File: src/rtl/ifu_pkg.sv
// Shared types and constants for the instruction fetch unit.
package ifu_pkg;

    typedef enum logic [1:0] {
        IDLE  = 2'd0,
        REQ   = 2'd1,
        WAIT  = 2'd2,
        VALID = 2'd3
    } state_t;

    localparam logic [31:0] RESET_PC_DEFAULT = 32'h8000_0000;
    localparam logic [31:0] NOP              = 32'h0000_0013;

endpackage

File: src/rtl/ifu.sv
// Instruction fetch unit: one outstanding imem read per instruction, result held for the core.
// Optional misaligned-PC trap is enabled by defining IFU_ALIGN_CHECK_EN.
module ifu
    import ifu_pkg::*;
#(
    parameter int              XLEN     = 32,
    parameter logic [XLEN-1:0] RESET_PC = XLEN'(RESET_PC_DEFAULT)
) (
    input  logic            clk,
    input  logic            rst_n,
    output logic            imem_req_valid,
    input  logic            imem_req_ready,
    output logic [XLEN-1:0] imem_addr,
    input  logic            imem_resp_valid,
    input  logic [XLEN-1:0] imem_resp_data,
    input  logic            imem_resp_err,
    output logic            inst_valid,
    input  logic            inst_ready,
    output logic [XLEN-1:0] inst,
    output logic [XLEN-1:0] pc,
    output logic            inst_fault,
    input  logic [XLEN-1:0] next_pc
);

    // Handshakes: a transfer happens on a rising edge where valid and ready are both high;
    // once raised, valid and its payload stay unchanged until that transfer occurs.

    state_t state;
    state_t state_next;
    logic   misaligned;

`ifdef IFU_ALIGN_CHECK_EN
    assign misaligned = (pc[1:0] != 2'b00);
`else
    assign misaligned = 1'b0;
`endif

    // Outputs decode only the state and registers, so no imem_* or inst_ready input
    // reaches any output in the same cycle.
    assign imem_req_valid = (state == REQ) && !misaligned;
    assign imem_addr      = pc;
    assign inst_valid     = (state == VALID);

    always_comb begin
        state_next = state;
        case (state)
            IDLE:    state_next = REQ;
            REQ: begin
                if (misaligned)
                    state_next = VALID;
                else if (imem_req_ready)
                    state_next = WAIT;
            end
            WAIT:    if (imem_resp_valid) state_next = VALID;
            VALID:   if (inst_ready) state_next = REQ;
            default: state_next = IDLE;
        endcase
    end

    always_ff @(posedge clk or negedge rst_n) begin
        if (!rst_n) begin
            state      <= IDLE;
            pc         <= RESET_PC;
            inst       <= XLEN'(NOP);
            inst_fault <= 1'b0;
        end else begin
            state <= state_next;
            case (state)
                REQ: begin
                    // A misaligned PC never reaches memory; the core sees a faulting NOP.
                    if (misaligned) begin
                        inst       <= XLEN'(NOP);
                        inst_fault <= 1'b1;
                    end
                end
                WAIT: begin
                    if (imem_resp_valid) begin
                        inst       <= imem_resp_data;
                        inst_fault <= imem_resp_err;
                    end
                end
                VALID: begin
                    if (inst_ready) begin
                        pc         <= next_pc;
                        inst_fault <= 1'b0;
                    end
                end
                default: ;
            endcase
        end
    end

endmodule

File: config.mk
export PLATFORM = sky130hd
export DESIGN_NAME = ifu
export DESIGN_NICKNAME = d
export VERILOG_FILES = /design/src/rtl/ifu_pkg.sv /design/src/rtl/ifu.sv
export SDC_FILE = /design/constraint.sdc
export NUM_CORES = 1
export LEC_CHECK = 0
export BUFFER_PORTS_ARGS = -buffer_cell sky130_fd_sc_hd__buf_2
export CAP_MARGIN = 10
export CORE_ASPECT_RATIO = 1.2
export CORE_MARGIN = 2
export CORE_UTILIZATION = 47
export CTS_CLUSTER_SIZE = 8
export DETAILED_ROUTE_END_ITERATION = 8
export GPL_ROUTABILITY_DRIVEN = 0
export PLACE_DENSITY = 0.9
export SYNTH_ARGS = -nofsm -noshare
export SYNTH_HDL_FRONTEND = slang
export SYNTH_SLANG_ARGS = --single-unit
export TNS_END_PERCENT = 1
File: constraint.sdc
create_clock -name clk -period 4.54 [get_ports clk]
set_clock_uncertainty 0.1 [all_clocks]
set_input_delay 0.227 -clock clk [delete_from_list [all_inputs] [get_ports clk]]
set_output_delay 0.227 -clock clk [all_outputs]
set_load 0.01 [all_outputs]
; ---- Word level (Yosys, flattened, before mapping)
; Index checks and enable logic that the tools add are counted.
; Widths: inputs -> output; s select.
[totals]
reg_bits = 67
input_bits = 70
[op_classes]
eq_ne = 6
muxes = 7
reduce_logical = 6
[ops]
columns = op, count
row1 = $pmux 2 s4, 1
row2 = $mux 2, 3
row3 = $reduce_and 3->1, 2
row4 = $eq 2x2->1 const B, 2
row5 = $ne 2x1->1 const B, 2
row6 = $reduce_and 2->1, 2
row7 = $eq 2x1->1 const B, 1
row8 = $logic_not 2->1, 1
row9 = $mux 1, 2
row10 = $ne 2x2->1 const B, 1
row11 = $pmux 1 s2, 1
row12 = $reduce_bool 2->1, 1

; ---- Longest topological paths before layout
[depth]
word_depth = 3
depth_mapped = 5
ltp_nobuf = 5

; ---- Least setup slack after synthesis
; OpenSTA, ideal clock, no wires.
[synth_timing]
path_type = flip-flop to flip-flop
startpoint = register state[0]
endpoint = register inst[12]
setup_ps = 125
arrival_ps = 1287
slack_ps = 3029
path_stages_with_launch = 6
path_buffers = 1
path_cell_list = dfrtp_1 > inv_1 > ha_1 > nand2_1 > buf_4 > mux2_2
[synth_via]
elab_chain_cells = 2
[synth_rtl]
columns = item, line
row1 = "start, declared", ifu.sv:28  ; state_t state;
row2 = "start signal, assigned", ifu.sv:67  ; state <= state_next;
row3 = $eq 2x2->1, ifu.sv:68  ; case (state)
row4 = $reduce_and 2->1 (no source line), --
row5 = "end signal, assigned", ifu.sv:64  ; inst <= XLEN'(NOP);
row6 = "end signal, assigned", ifu.sv:72  ; inst <= XLEN'(NOP);
row7 = "end signal, assigned", ifu.sv:78  ; inst <= imem_resp_data;
row8 = "end, declared", ifu.sv:19  ; output logic [XLEN-1:0] inst,
; No other way between the ends.
; A chain may end at the register's enable or synchronous reset.

; ---- Worst setup path in the final report
[layout_timing]
startpoint = register state[0]
endpoint = register pc[0] (netlist: imem_addr[0])
[layout_via]
elab_chain_cells = 2
[layout_rtl]
columns = item, line
row1 = $eq 2x2->1, ifu.sv:68
row2 = $reduce_and 2->1 (no source line), --
row3 = "end signal, assigned", ifu.sv:84  ; pc <= next_pc;
row4 = "end, declared", ifu.sv:20  ; output logic [XLEN-1:0] pc,
; No other way between the ends.

==> parameters.txt <==
Parameter                              Value

Logic synthesis
  Top cells by area, synth    dfrtp_1 53%, mux2_4 15%, mux2_2 13%
  Top FF cell, synth    dfrtp_1
  Count of flip-flops with a built-in enable after synthesis    0
  Proportion of netlist area held by the largest area contributor    53.3%
  Syn Area/Cell    roughly 16 µm²
  Post-Synthesis Net Count    between 200 and 300
  Most frequently used cell type in the post-synthesis netlist    dfrtp_1
  Number of storage elements in the synthesis netlist    between 60 and 70
  Synth async-reset ratio    100%
  Library cell occupying the most area in the post-synthesis netlist    dfrtp_1
  Yosys warning total    0
  Portion of the post-synthesis area used by sequential elements    roughly 57%
  Distinct cells, synth    17
  Post-synthesis instance area    slightly below 3000 µm²
  Most used standard cells in the synthesized netlist    63 x dfrtp_1, 35 x buf_4, 34 x mux2_2
  Mapped Cells    around 190

Setup path
  Crit Reg-Reg Startpoint    state[0]
  Logic depth of the worst register-to-register path    3
  Worst path arrival time    about 2.2 ns
  Critical path required time    between 4 and 5 ns
  End of the worst register-to-register path    imem_addr[0]
  Crit. Startpoint    state[0]
  WP buf/inv    0
  Crit Path Max Fanout    32
  Kind of launch point of the worst setup path    flop
  Peak per-stage delay on the critical path    0.79 ns
  Critical Path Slowest Stage Cell    nand2_2
  Critical-path cell list    ha_1, nand2_2, mux2_2
  Setup slack of the worst register-to-register path    between 2 and 2.5 ns
  Critical Path End    imem_addr[0]
  Kind of cell adding the most delay to the critical path    simple AND/OR/NAND/NOR gates
  Depth of the critical timing path with buffers and inverters included    3
  Endpoint class of the critical path    flop
  Critical path start-end classification    reg2reg

Global routing
  Global-route wire length before repair    approximately 9.5 mm
  Maximum number of pins on one net before global-route repair    just under 70
  Number of global-route vias before repair    between 2000 and 2500
  Antenna violations before repair    0
  Global-route total usage across every layer    17.4%
  Remaining global-route overflow    0

STA
  Max Clock Freq    474 MHz
  Min Clock Period, post-route    2.11 ns
  Setup TNS after final layout    0 ns
  Number of endpoints failing setup at the final stage    0
  Final period util    46.5%
  Setup repair after global routing missed its margin    no
  Final hold viol count    0
  Slew of the pin with the lowest slew margin    around 1.1 ns
  Worst-case headroom to the max-slew limit    29.6%
  Max Transition Viols Final    0

Drt
  Iteration-0 DRC count of the detailed router    slightly above 60
  Wirelength, routed    roughly 6 mm
  Vias per inst    approximately 4.6
  Number of remaining DRC errors    0
  Average wire per standard cell    roughly 14 µm
  Number of search-and-repair iterations in the first detailed-routing pass    4
  Count of antenna-violating nets left after detailed routing    0
  Number of vias in the routed layout    between 1500 and 2000

Finish
  Synth-to-Final Area Change    31.0%
  Count of antenna diodes in the layout    0
  Fill cell total of the finished layout    472
  Layout cell share with drive strength beyond 1    about three quarters
  Storage element area    around 1700 µm²
  Multi-input gate area    between 900 and 1000 µm²
  Count of placed standard cells in the final layout, fillers left out    420
  Post-layout nets    about 400

CTS
  Gates resized, CTS repair    0
  Clock Latency Late Sink    0.33 ns
  TritonCTS clock tree    built
  # H-tree levels    3
  Number of CTS-inserted buffers    9
  Buffer levels on the longest clock path    2
  Sinks on Clock Net    67
  Root buffer selected by CTS    clkbuf_8
  Clock transition at the registers of the reported paths    0.08 ns

Placed design
  Post-detailed-placement half-perimeter wirelength    about 4.4 mm
  Number of buffers inserted by port buffering    168
  Cell Count Post-Placement    ~400

Pwr
  Worst voltage drop across the vdd grid    between 0.0004 and 0.0005 V
  Leak pwr    2.10 nW
  Power per cell area    ~780 nW/µm²

Outcome
  Run status    finished clean

Floorplanning
  Floorplan die height    90.9 µm
  Std-Cell Core Area    6050 µm²
  Horizontal die dimension    roughly 76 µm
  Effective utilization at floorplan    48.9%
  Die area    ~7000 µm²
  I/O Pins    around 170
  Std-Cell Rows    31

Flow run
  Number of violations of the max-capacitance limit    0

Worst hold path
  Critical hold path startpoint    next_pc[27]
  Worst hold path type    in2reg
registers in the layout, indices dropped and copies added (netlist names):
register    flops
imem_addr      32
inst           32
inst_fault      1
state           2
worst register-to-register path: stages (launching register included):
cell and delay [ns]:
dfrtp_1 0.42, ha_1 0.27, nand2_2 0.79, mux2_2 0.43
where the power goes:
group | switching, W | total, W | leakage [nW] | internal (W)
Combinational | 0.000603 | 0.00133 | 1.20 | 0.000727
Clock | 0.000231 | 0.000572 | 0.112 | 0.000341
Sequential | 0.000191 | 0.00111 | 0.789 | 0.000916
Total | 0.00103 | 0.00301 | 2.10 | 0.00198
cell type report:
| cell class | count | share of cell area [%] |
|---|---|---|
| Clock buffer | 11 | 3.90 |
| Clock inverter | 5 | 2.16 |
| Inverter | 4 | 0.387 |
| Multi-Input combinational cell | 79 | 24.9 |
| Sequential cell | 67 | 43.4 |
| Tap cell | 82 | 2.65 |
| Timing Repair Buffer | 172 | 22.6 |
routing by layer:
layer  routed length, µm  vias to the layer above  track usage (%)
met5                   0                        -                0
met3                 514                       10             5.77
li1                    -                      894                -
met1                2310                      937             19.6
met2                3080                      103             30.0
met4                 115                        0             8.03
kinds of logic (layout without fill, tap and decap cells):
kind of cell	after synthesis	after routing	share of synthesized area, %
AOI/OAI and AO/OA	4	4	0.972
adders and majority gates	5	5	2.11
buffers and inverters	42	192	10.5
DFF	67	67	56.8
muxes	66	66	28.8
and+or+nand+nor	4	4	0.761
worst min-delay path by stage:
| stage | end | slack [ns] | cells past startpoint |
|---|---|---|---|
| 2_1_floorplan | imem_addr[0] | -0.17 | 0 |
| 3_3_place_gp | imem_addr[24] | 0.35 | 2 |
| 3_5_place_dp | imem_addr[21] | 0.36 | 2 |
| 4_1_cts | imem_addr[3] | 0.002 | 2 |
| 5_1_grt | imem_addr[7] | 0.0004 | 2 |
| 6_report | imem_addr[27] | 0.02 | 2 |
layout by cell type, fill, tap and decap left out, types with 2 or more instances in the layout:
master and instances:
buf_2 168, buf_4 2, bufinv_16 2, clkbuf_8 11, clkinvlp_4 2, dfrtp_1 63, dfstp_2 4, dlygate4sd3_1 2
ha_1 5, inv_1 4, mux2_2 34, mux2_4 30, mux2i_1 2
what timing repair did:
item | 4_1_cts | 5_1_grt
setup buffers | 0 | 0
hold buffers | 1 | 1
endpoints found under the hold margin | 13 | 1
per-stage QoR:
stage | util, % | cell area, µm² | setup slack [ns] | hold slack, ns | power [W]
2_1_floorplan | - | 2960 | 3.03 | -0.169 | 0.00209
3_3_place_gp | 59.9 | 3620 | 2.52 | 0.351 | 0.00240
3_5_place_dp | 59.9 | 3620 | 2.43 | 0.361 | 0.00246
4_1_cts | 63.9 | 3870 | 2.41 | 0.00191 | 0.00305
5_1_grt | 64.1 | 3880 | 2.35 | 0.000402 | 0.00318
6_report | 64.1 | 3880 | 2.43 | 0.0150 | 0.00301
(Power assumes the default switching activity.)
